==> config.mk <==
export PLATFORM = sky130hd
export DESIGN_NAME = out_port_uart_tx
export DESIGN_NICKNAME = d
export VERILOG_FILES = /design/src/rtl/out_port_uart_tx.sv
export SDC_FILE = /design/constraint.sdc
export NUM_CORES = 1
export LEC_CHECK = 0
export BUFFER_PORTS_ARGS = -buffer_cell sky130_fd_sc_hd__buf_2
export CORE_ASPECT_RATIO = 1.4
export CORE_UTILIZATION = 25
export DETAILED_ROUTE_END_ITERATION = 7
export PLACE_DENSITY_LB_ADDON = 0.05
export SLEW_MARGIN = 20
export SYNTH_ARGS = -nofsm -noshare
export SYNTH_HDL_FRONTEND = slang
export SYNTH_SLANG_ARGS = --single-unit
==> constraint.sdc <==
create_clock -name clk -period 2.43 [get_ports clk]
set_input_delay 0 -clock clk [delete_from_list [all_inputs] [get_ports clk]]
set_output_delay 0 -clock clk [all_outputs]
set_load 0.02 [all_outputs]
==> src/rtl/out_port_uart_tx.sv <==
// rtl/out_port_uart_tx.sv - byte FIFO plus 8N1 UART transmitter for the processor output port
//
// Purpose:
//   Buffers bytes written by the OUT instruction and serializes them LSB first
//   as 8N1 frames of exactly 10*CLKS_PER_BIT cycles. Frames are sent back to
//   back with no idle gap whenever the buffer still holds data.
//
// Ports:
//   clk        system clock
//   rst        synchronous active-high reset; aborts any frame and empties the FIFO
//   wr_en      one-cycle write strobe from the output-port stage
//   wr_data    byte to queue, valid with wr_en
//   fifo_full  registered; FIFO holds FIFO_DEPTH bytes (stall request)
//   fifo_count registered number of buffered bytes
//   overflow   sticky; a write was dropped because the FIFO was full
//   tx_busy    registered; transmitter is not idle
//   tx         registered serial output, idles high

module out_port_uart_tx #(
    parameter int CLKS_PER_BIT = 16,
    parameter int FIFO_DEPTH   = 4,
    parameter int ADDR_W       = 2
) (
    input  logic              clk,
    input  logic              rst,
    input  logic              wr_en,
    input  logic [7:0]        wr_data,
    output logic              fifo_full,
    output logic [ADDR_W:0]   fifo_count,
    output logic              overflow,
    output logic              tx_busy,
    output logic              tx
);

    localparam int              CNT_W     = (CLKS_PER_BIT > 1) ? $clog2(CLKS_PER_BIT) : 1;
    localparam logic [CNT_W-1:0] BAUD_LAST = CNT_W'(CLKS_PER_BIT - 1);
    localparam logic [ADDR_W:0]  DEPTH_C   = (ADDR_W + 1)'(FIFO_DEPTH);

    typedef enum logic [1:0] {
        IDLE  = 2'd0,
        START = 2'd1,
        DATA  = 2'd2,
        STOP  = 2'd3
    } state_t;

    state_t            state_q, state_d;
    logic [CNT_W-1:0]  baud_q, baud_d;
    logic [2:0]        bit_idx_q, bit_idx_d;
    logic [7:0]        shift_q, shift_d;
    logic              tx_q, tx_d;
    logic              busy_q, busy_d;
    logic [ADDR_W-1:0] wr_ptr_q, wr_ptr_d;
    logic [ADDR_W-1:0] rd_ptr_q, rd_ptr_d;
    logic [ADDR_W:0]   count_q, count_d;
    logic              full_q, full_d;
    logic              overflow_q, overflow_d;
    logic [7:0]        mem_q [FIFO_DEPTH];
    logic [7:0]        mem_d [FIFO_DEPTH];

    logic accept;
    logic pop;
    logic baud_end;

    always_comb begin
        state_d    = state_q;
        baud_d     = baud_q;
        bit_idx_d  = bit_idx_q;
        shift_d    = shift_q;
        tx_d       = tx_q;
        wr_ptr_d   = wr_ptr_q;
        rd_ptr_d   = rd_ptr_q;
        count_d    = count_q;
        mem_d      = mem_q;
        pop        = 1'b0;
        // Full is judged on the registered flag, so a pop at the same edge
        // does not rescue a write into a full buffer.
        accept     = wr_en && !full_q;
        baud_end   = (baud_q == BAUD_LAST);

        case (state_q)
            IDLE: begin
                tx_d = 1'b1;
                if (count_q != '0) begin
                    pop     = 1'b1;
                    shift_d = mem_q[rd_ptr_q];
                    tx_d    = 1'b0;
                    baud_d  = '0;
                    state_d = START;
                end
            end
            START: begin
                if (baud_end) begin
                    tx_d      = shift_q[0];
                    bit_idx_d = 3'd0;
                    baud_d    = '0;
                    state_d   = DATA;
                end else begin
                    baud_d = baud_q + 1'b1;
                end
            end
            DATA: begin
                if (baud_end) begin
                    baud_d = '0;
                    if (bit_idx_q == 3'd7) begin
                        tx_d    = 1'b1;
                        state_d = STOP;
                    end else begin
                        // shift_q[1] is the bit that becomes shift_d[0]
                        shift_d   = shift_q >> 1;
                        tx_d      = shift_q[1];
                        bit_idx_d = bit_idx_q + 3'd1;
                    end
                end else begin
                    baud_d = baud_q + 1'b1;
                end
            end
            STOP: begin
                if (baud_end) begin
                    baud_d = '0;
                    if (count_q != '0) begin
                        // Chain straight into the next start bit
                        pop     = 1'b1;
                        shift_d = mem_q[rd_ptr_q];
                        tx_d    = 1'b0;
                        state_d = START;
                    end else begin
                        tx_d    = 1'b1;
                        state_d = IDLE;
                    end
                end else begin
                    baud_d = baud_q + 1'b1;
                end
            end
            default: begin
                tx_d    = 1'b1;
                state_d = IDLE;
            end
        endcase

        busy_d = (state_d != IDLE);

        if (accept) begin
            mem_d[wr_ptr_q] = wr_data;
            wr_ptr_d        = wr_ptr_q + 1'b1;
        end
        if (pop) begin
            rd_ptr_d = rd_ptr_q + 1'b1;
        end
        case ({accept, pop})
            2'b10:   count_d = count_q + 1'b1;
            2'b01:   count_d = count_q - 1'b1;
            default: count_d = count_q;
        endcase

        full_d     = (count_d == DEPTH_C);
        overflow_d = overflow_q | (wr_en & full_q);
    end

    always_ff @(posedge clk) begin
        if (rst) begin
            state_q    <= IDLE;
            baud_q     <= '0;
            bit_idx_q  <= 3'd0;
            shift_q    <= 8'd0;
            tx_q       <= 1'b1;
            busy_q     <= 1'b0;
            wr_ptr_q   <= '0;
            rd_ptr_q   <= '0;
            count_q    <= '0;
            full_q     <= 1'b0;
            overflow_q <= 1'b0;
        end else begin
            state_q    <= state_d;
            baud_q     <= baud_d;
            bit_idx_q  <= bit_idx_d;
            shift_q    <= shift_d;
            tx_q       <= tx_d;
            busy_q     <= busy_d;
            wr_ptr_q   <= wr_ptr_d;
            rd_ptr_q   <= rd_ptr_d;
            count_q    <= count_d;
            full_q     <= full_d;
            overflow_q <= overflow_d;
        end
    end

    // Storage needs no reset: entries are only read while counted valid.
    always_ff @(posedge clk) begin
        mem_q <= mem_d;
    end

    assign fifo_full  = full_q;
    assign fifo_count = count_q;
    assign overflow   = overflow_q;
    assign tx_busy    = busy_q;
    assign tx         = tx_q;

endmodule

* After elaboration in Yosys (flattened, before gate mapping)
Cells that the tools add are included.
** Operators by class
- $add $sub $neg :: 6
- Order comparisons :: 3
- Equality and inequality tests :: 13
- Muxes and demuxes :: 35
- Bitwise operators :: 4
- Reductions and logical operators :: 12
** Operators by type and width (number)
- 8-bit 2-to-1 mux :: 7
- 32-bit bitwise mux :: 1
- 8-bit one-hot mux with 3 select lines :: 1
- 8-bit binary-select mux with 2-bit select :: 1
- 8-bit demux with 2-bit select :: 1
- 3-bit one-hot mux with 2 select lines :: 2
- 2-bit 2-to-1 mux :: 5
- 2-bit inequality test (second input constant) :: 5
- 3-bit 2-to-1 mux :: 3
- 1-bit 2-to-1 mux :: 8
- 4-bit 2-to-1 mux :: 2
- 2-bit one-hot mux with 4 select lines :: 1
- 4-bit one-hot mux with 2 select lines :: 1
- 4-bit AND reduction :: 2
- 3-bit by 1-bit adder with 3-bit output (second input constant) :: 2
- 2-bit equality test (second input constant) :: 3
- 3-bit equality test (second input constant) :: 2
- 3-bit greater-or-equal comparator (second input constant) :: 2
- 2-bit NOT with 3-bit output :: 2
- 3-bit nonzero test :: 2
- 2-bit by 1-bit adder with 2-bit output (second input constant) :: 2
- 4-bit by 1-bit adder with 4-bit output (second input constant) :: 1
- 2-bit by 1-bit equality test with 1-bit output (second input constant) :: 2
- 4-bit equality test (second input constant) :: 1
- 12 further kinds :: 14
** Word-level totals
- Register bits :: 60
- Bits of input ports :: 11
- Output and inout port bits :: 7

* Longest topological paths before layout
Gate-level depths: netlist (run 1).
- Depth after elaboration :: 7
- Gate-level depth with buffers :: 11

* Worst setup path before layout (run 1)
Ideal clock, no wire load.
- Path type :: reg2reg
- Start :: register state_q[0]
- End :: register full_q, in the netlist fifo_full
- Setup time :: 0.134 ns
- Arrival time :: 2.187 ns
- Required time :: 2.296 ns
- Setup slack :: 0.109 ns
- Stages on the path, launching flop included :: 11
- Period minus slack after synthesis :: 2.321 ns
- Cell sequence :: dfxtp_1 inv_1 ha_1 nor3_1 ha_1 inv_1 fa_1 xor2_1 nor2_1 xnor2_1 nor3_1
** Between the ends
- Word-level cells in the longest chain between the ends :: 5
- Elaborated cells between the ends (all ways) :: 7
** RTL lines
- from (decl) :: RTL line 46 : state_t state_q, state_d;
- from (signal assigned) :: RTL line 173 : state_q <= state_d;
- 2-bit equality test / 2-bit zero test (equally long branches) :: RTL line 80 : case (state_q)
- 1-bit one-hot mux with 2 select lines (*) :: RTL line 80
- named net pop :: RTL line 61 : logic pop;
- 2-bit by 1-bit equality test with 1-bit output / 2-bit equality test (equally long branches) :: RTL line 149 : case ({accept, pop})
- 3-bit one-hot mux with 2 select lines (*) :: RTL line 149
- 3-bit equality test (*) :: RTL line 155 : full_d = (count_d == DEPTH_C);
- to (signal assigned) :: RTL line 182 : full_q <= full_d;
- to (decl) :: RTL line 55 : logic full_q, full_d;
Mark *: on every way through the listed nets, which the timed path passes. The rest lies on a longest branch.
A chain may end at the register's enable or synchronous reset.

* Final worst setup path (run 1)
- Start :: register state_q[1]
- End :: register full_q, in the netlist fifo_full
The elaborated chain is that of the path after synthesis.

==> results.md, run 1 <==
* Status: completed
* Pin count of the biggest net entering global routing at 28
* Full die area at ~11,000 sq um
* WL/cell at 14.0 um
* Core area at 10,500 sq um
* RePlAce Congestion at 0.730
* Post-route setup TNS at 0 ns
* Post-Synth XOR/XNOR Area at under 10%
* Clock Sinks at 60
* Antenna-violating nets left at 0
* Adder-cell share of the synthesized area at 6.72%
* Total number of vias at about 1,800
* Ranking of synthesized cells by instance count: edfxtp_1, dfxtp_1, nor2_1, inv_1, a21oi_1
* First-pass GRT wire length at roughly 9200 um
* Critical R2R Launch: state_q[1]$_SDFF_PP0_
* Area leader, netlist: edfxtp_1
* Highest clock rate at about 440 MHz
* Crit path kind: reg -> reg
* CTS tree: yes
* Critical Path RT at 2.61 ns
* Worst Max-Slew Pin Slew at between 0.6 and 0.7 ns
* Die W at 90.2 um
* Syn Inst Count at about 220
* Post-synthesis mux area share at under 10%
* CTS Root Cell: clkbuf_16
* GRT Total Usage at 10.9%
* Vias in the first global route at 1,735
* Setup Viol. Count Final at 0
* Fin nets at between 200 and 300
* LEAKAGE at about 0.0012 uW
* Drt pass-1 iters at 4
* DRC Markers at 0
* Max cap viols at 0
* Ports at 18
* Period utilisation layout at 92.7%
* Primary FF master, synth: edfxtp_1
* Worst Setup End Kind: register
* Die Y at 125 um
* Grt total ovfl at 0
* Util after Layout at 33.0%
* Clock slew at reported path FFs at 0.05 ns
* Synth-to-Final Area Change at 26.7%
* Simple-gate portion of the synthesized area at a little under an eighth
* Initial core utilization at 26.0%
* CTS H-tree depth at 3
* Row cnt at 44
* Clock Skew at 0.00266 ns
* Main combinational cell family by area after synthesis: compound AO/OA/AOI/OAI gates
* Post-synth EDFFs at 32
* Post-synth ARST share at 0%
* Clk Latency, worst-skew pair at between 0.3 and 0.4 ns
* Initial antenna violation count at 0
* Synth Register Bits at 60
* VDD IR max at approximately 0.00042 V
* 1st-iter DRT viols at between 60 and 70
* Synth warn at 0
* Min-delay src: rst
* Finished Cell Area at 3450 sq um
* Max Slew Vio Count at 0
* Slew headroom at a little under three fifths
* Critical path startpoint: state_q[1]$_SDFF_PP0_
* Crit path time final at between 2 and 2.5 ns
* Port Buf Inserts at 17
* Vias/cell at about 4.5
* Post-CTS setup buffers at 0
* Fraction of layout cells with a size suffix above 1 at between 20% and 30%
* Synth Area in Compound Gates at about 13%
* Sequential cell area fraction in the yosys report at between 50% and 60%
* Num CTS Buffers at 9
* Dpl hpwl at 3800 um
* Mapped Nets at between 200 and 250
* Clock Path Buffers at 2
* Worst Setup Start Kind: register
* Yosys top cell area share at 35.3%
* Tot Pwr at 4130 uW
* Top-count cell post-synth: edfxtp_1
* RSZ-0062 raised after global routing: false
* Power Density at approximately 1200 nW/um^2
* Post-DP Area at 3030 sq um
* Post-Synthesis Cell Area at about 2700 sq um
* Syn Area/Cell at around 12 sq um
* Diodes inserted at 0
* Synth top area cells: edfxtp_1, dfxtp_1, mux4_2, ha_1, a211oi_2
* WP data arrival at 2.44 ns
* Final hold vios at 0
* WL final at 5630 um
* Worst min-delay path class: in -> reg
* Yosys cell types at 43
* Crit Path Max Fanout at 4
sequential cells by signal, indices dropped and copies added, names as in the netlist, 2 cells and up:
| register | count |
|---|---|
| rd_ptr_q | 2 |
| state_q | 2 |
| shift_q | 8 |
| mem_q | 32 |
| bit_idx_q | 3 |
| wr_ptr_q | 2 |
| baud_q | 4 |
| fifo_count | 3 |
worst max-delay path, cell delays in order, from the launching register on:
cell,delay (ns)
dfxtp_1,0.36
inv_1,0.10
ha_1,0.33
nor3_4,0.22
ha_1,0.20
inv_1,0.06
fa_1,0.37
xor2_1,0.15
nor2_1,0.11
xnor2_1,0.15
nor3_1,0.07
final cells by class:
cell class,instances,area [sq um]
Sequential cell,60,1520
Multi-Input combinational cell,132,1090
Fill cell,1080,7010
Clock buffer,10,229
Clock inverter,6,88.8
Inverter,17,63.8
Timing Repair Buffer,40,280
Tap cell,138,173
placed cells by master, fill, tap and decap left out, types with 2 or more instances in the layout:
cell type / instances
edfxtp_1: 32
a31oi_1: 2
inv_1: 17
nand3_1: 3
buf_4: 14
or4_1: 2
xnor2_1: 4
clkinvlp_4: 2
dlygate4sd3_1: 9
xor2_1: 2
nor4b_1: 2
and2_1: 4
clkbuf_16: 9
mux4_2: 8
a21oi_1: 16
nand2_1: 3
nor3_1: 2
a211oi_2: 7
o21ai_0: 9
a221oi_1: 7
bufinv_16: 2
ha_1: 13
nor3b_1: 2
nor2b_1: 8
buf_2: 17
nor2_1: 18
dfxtp_1: 28
nand4_1: 2
per-stage QoR:
stage	worst slack, ns	instances	hold WS [ns]
after global placement	0.127	378	0.221
after CTS	0.0710	403	0.185
after floorplan	0.109	221	0.0989
after global routing	0.00287	403	0.203
final	0.177	403	0.183
after detailed placement	0.0738	378	0.225
repair_timing:
item	in CTS	in global routing
setup endpoints to repair	0	2
hold buffers	9	0
hold endpoints to repair	33	0
gates resized for setup	0	2
worst paths after layout:
kind                            end  slack, ns  cells past startpoint
max            fifo_full$_SDFF_PP0_       0.18                     10
min          baud_q[0]$_SDFFE_PP0P_       0.18                      2
max reg2reg    fifo_full$_SDFF_PP0_       0.18                     10
min reg2reg     overflow$_SDFF_PP0_       0.46                      2
power breakdown:
group,leakage [uW],switching [uW],total [uW],internal [uW]
Sequential,0.000523,115,1390,1270
Combinational,0.000570,735,1390,655
Clock,0.000149,461,1360,897
Total,0.00124,1310,4130,2820
kinds of logic (layout without fill, tap and decap cells):
logic type	after synthesis	after routing
buf+inv	29	73
xor+xnor	6	6
mux	8	8
compound gates	48	48
fa+ha+maj	14	14
flops	60	60
simple gates	56	56
routing by layer:
metal | GRT usage, % | wire (um) | vias to the layer above | share of wire (%)
li1 | - | - | 899 | -
met1 | 12.2 | 2450 | 875 | 43
met2 | 18.1 | 2840 | 22 | 50
met3 | 3.59 | 189 | 10 | 3.4
met4 | 6.26 | 158 | 0 | 2.8
met5 | 0 | 0 | - | 0
Note: power is estimated with default switching activity, not from simulation.
==> run 2: changes to the inputs <==
Settings changed: MAX_ROUTING_LAYER set to met4.
==> run 2 against run 1 <==
Compared with the run above:
- die area unchanged
- highest routed layer unchanged
- final cell count unchanged
- global-route usage grew 0.33 points
==> results.md, run 2 (synthesis results as in run 1) <==
* Int Pwr at 2820 uW (about the same)
* WL/cell at 14.0 um (about the same)
* Power share of the combinational group at 33.6% (about the same)
* Post-route setup TNS at 0 ns (unchanged)
* Slew headroom at 57.4% (about the same)
* First-pass GRT wire length at 9250 um (about the same)
* GRT Total Usage at 11.2% (+0.33 points)
* Fin nets at 285 (unchanged)
* RSZ-0062 raised after global routing: false
* Crit path kind: reg -> reg
* Top Registers: mem_q (32), shift_q (8), baud_q (4)
* RePlAce Congestion at 0.739 (+1.2%)
* Max Slew Vio Count at 0 (unchanged)
* Crit-path cells: inv_1, ha_1, nor3_4, ha_1, inv_1, fa_1, xor2_1, nor2_1, xnor2_1, nor3_1
* CTS H-tree depth at 3 (unchanged)
* Ports at 18 (unchanged)
* CTS tree: yes
* Top delay family on crit path: adder cells
* Total number of vias at 1,808 (+0.11%)
* VDD IR max at 0.000421 V (about the same)
* LEAKAGE at 0.00124 uW (unchanged)
* Pin count of the biggest net entering global routing at 28 (unchanged)
* Worst Setup End Kind: register
* CP bufs+invs at 2 (unchanged)
* Crit path largest cell delay at 0.37 ns (about the same)
* 1st-iter DRT viols at 64 (-1.5%)
* Tot Pwr at 4130 uW (about the same)
* Diodes inserted at 0 (unchanged)
* Fillers at 1,080 (unchanged)
* WL final at 5630 um (about the same)
* Row cnt at 44 (unchanged)
* Full die area at 11,300 sq um (unchanged)
* Met3 global-route usage at 3.59% (unchanged)
* Crit Path Max Fanout at 4 (unchanged)
* Port Buf Inserts at 17 (unchanged)
* Dpl hpwl at 3800 um (unchanged)
* Highest clock rate at 444 MHz (about the same)
* Final hold vios at 0 (unchanged)
* Switching part of the total power at 31.7% (about the same)
* Vias/cell at 4.49 (+0.11%)
* Commonest cells after routing, fill and taps aside: edfxtp_1, dfxtp_1, nor2_1
* Die Y at 125 um (unchanged)
* Worst Setup Start Kind: register
* Clock Path Buffers at 2 (unchanged)
* Crit path time final at 2.25 ns (-0.0000210 ns)
* Worst path slowest cell: fa_1
* CTS Root Cell: clkbuf_16
* Power Density at 1200 nW/um^2 (about the same)
* Period utilisation layout at 92.7% (about the same)
* Grt peak-use layer: met2
* Largest Register: mem_q
* Antenna-violating nets left at 0 (unchanged)
* Synth-to-Final Area Change at 26.7% (unchanged)
* Max cap viols at 0 (unchanged)
* Setup Viol. Count Final at 0 (unchanged)
* Status: completed
* Met1 Track Usage GR at 12.2% (unchanged)
* Initial core utilization at 26.0% (unchanged)
* Critical Path RT at 2.61 ns (about the same)
* Met2 Resource Use GR at 18.1% (unchanged)
* WP data arrival at 2.44 ns (about the same)
* Fraction of layout cells with a size suffix above 1 at 24.9% (unchanged)
* Worst Max-Slew Pin Slew at 0.639 ns (-0.00000274 ns)
* Drt pass-1 iters at 4 (unchanged)
* DRC Markers at 0 (unchanged)
* Clock group share of total power at 32.8% (about the same)
* Post-CTS setup buffers at 0 (unchanged)
* Initial antenna violation count at 0 (unchanged)
* Psw at 1310 uW (about the same)
* Clock Skew at 0.00266 ns (+0.0000000300 ns)
* Max reg flops at 32 (unchanged)
* Most common cell after layout, fill and taps aside: edfxtp_1
* Num CTS Buffers at 9 (unchanged)
* Die W at 90.2 um (unchanged)
* Vias in the first global route at 1,735 (unchanged)
* Clock Sinks at 60 (unchanged)
* Clock slew at reported path FFs at 0.05 ns (about the same)
* Clk Latency, worst-skew pair at 0.33 ns (about the same)
* Grt total ovfl at 0 (unchanged)
* Core area at 10,500 sq um (unchanged)
* Worst min-delay path class: in -> reg
* Sequential fraction of design power at 33.5% (about the same)
run 2: cell counts in the layout (fill, tap and decap cells not counted):
No cell type changed its count.
run 2: through the flow:
stage          cell area (sq um)  cells  hold slack [ns]  setup slack, ns  utilization, %
2_1_floorplan               2720    221           0.0989            0.109               -
3_3_place_gp                3030    378            0.221            0.127            28.9
3_5_place_dp                3030    378            0.225           0.0738            28.9
4_1_cts                     3440    403            0.185           0.0710            32.8
5_1_grt                     3450    403            0.203          0.00287            33.0
6_report                    3450    403            0.183            0.177            33.0
run 2: final timing paths:
path,end,start,cells past startpoint,slack (ns)
setup / recovery,fifo_full$_SDFF_PP0_,state_q[1]$_SDFF_PP0_,10,0.18
hold / removal,baud_q[0]$_SDFFE_PP0P_,rst,2,0.18
setup reg to reg,fifo_full$_SDFF_PP0_,state_q[1]$_SDFF_PP0_,10,0.18
hold reg to reg,overflow$_SDFF_PP0_,overflow$_SDFF_PP0_,2,0.46
run 2: worst reg2reg max path: stages (launching register included):
cell and delay [ns]:
dfxtp_1 0.36, inv_1 0.10, ha_1 0.33, nor3_4 0.22, ha_1 0.20, inv_1 0.06, fa_1 0.37, xor2_1 0.15
nor2_1 0.11, xnor2_1 0.15, nor3_1 0.07
run 2: repair_timing:
item / CTS / global route
hold buffers: 9 / 0
resized for setup: 0 / 2
endpoints found under the setup margin: 0 / 2
hold endpoints to repair: 33 / 0
run 2: power by group through the flow:
stage / logic, uW / registers [uW] / clock network (uW)
floorplan: 952 / 1430 / 0
global placement: 1400 / 1410 / 0
detailed placement: 1380 / 1410 / 0
CTS: 1400 / 1390 / 1400
global route: 1550 / 1410 / 1450
finish: 1390 / 1390 / 1360
run 2: final cells by class:
cell class	instances	area [sq um]	share of cell area (%)
inverter	17	63.8	1.85
clock inverter	6	88.8	2.58
tap	138	173	5.01
sequential	60	1520	44.1
timing repair buffer	40	280	8.13
clock buffer	10	229	6.64
multi-input combinational	132	1090	31.7
run 2: per-layer routing:
| metal | wire (um) | up-vias |
|---|---|---|
| li1 | - | 899 |
| met1 | 2450 | 875 |
| met2 | 2840 | 22 |
| met3 | 184 | 12 |
| met4 | 157 | 0 |
| met5 | 0 | - |
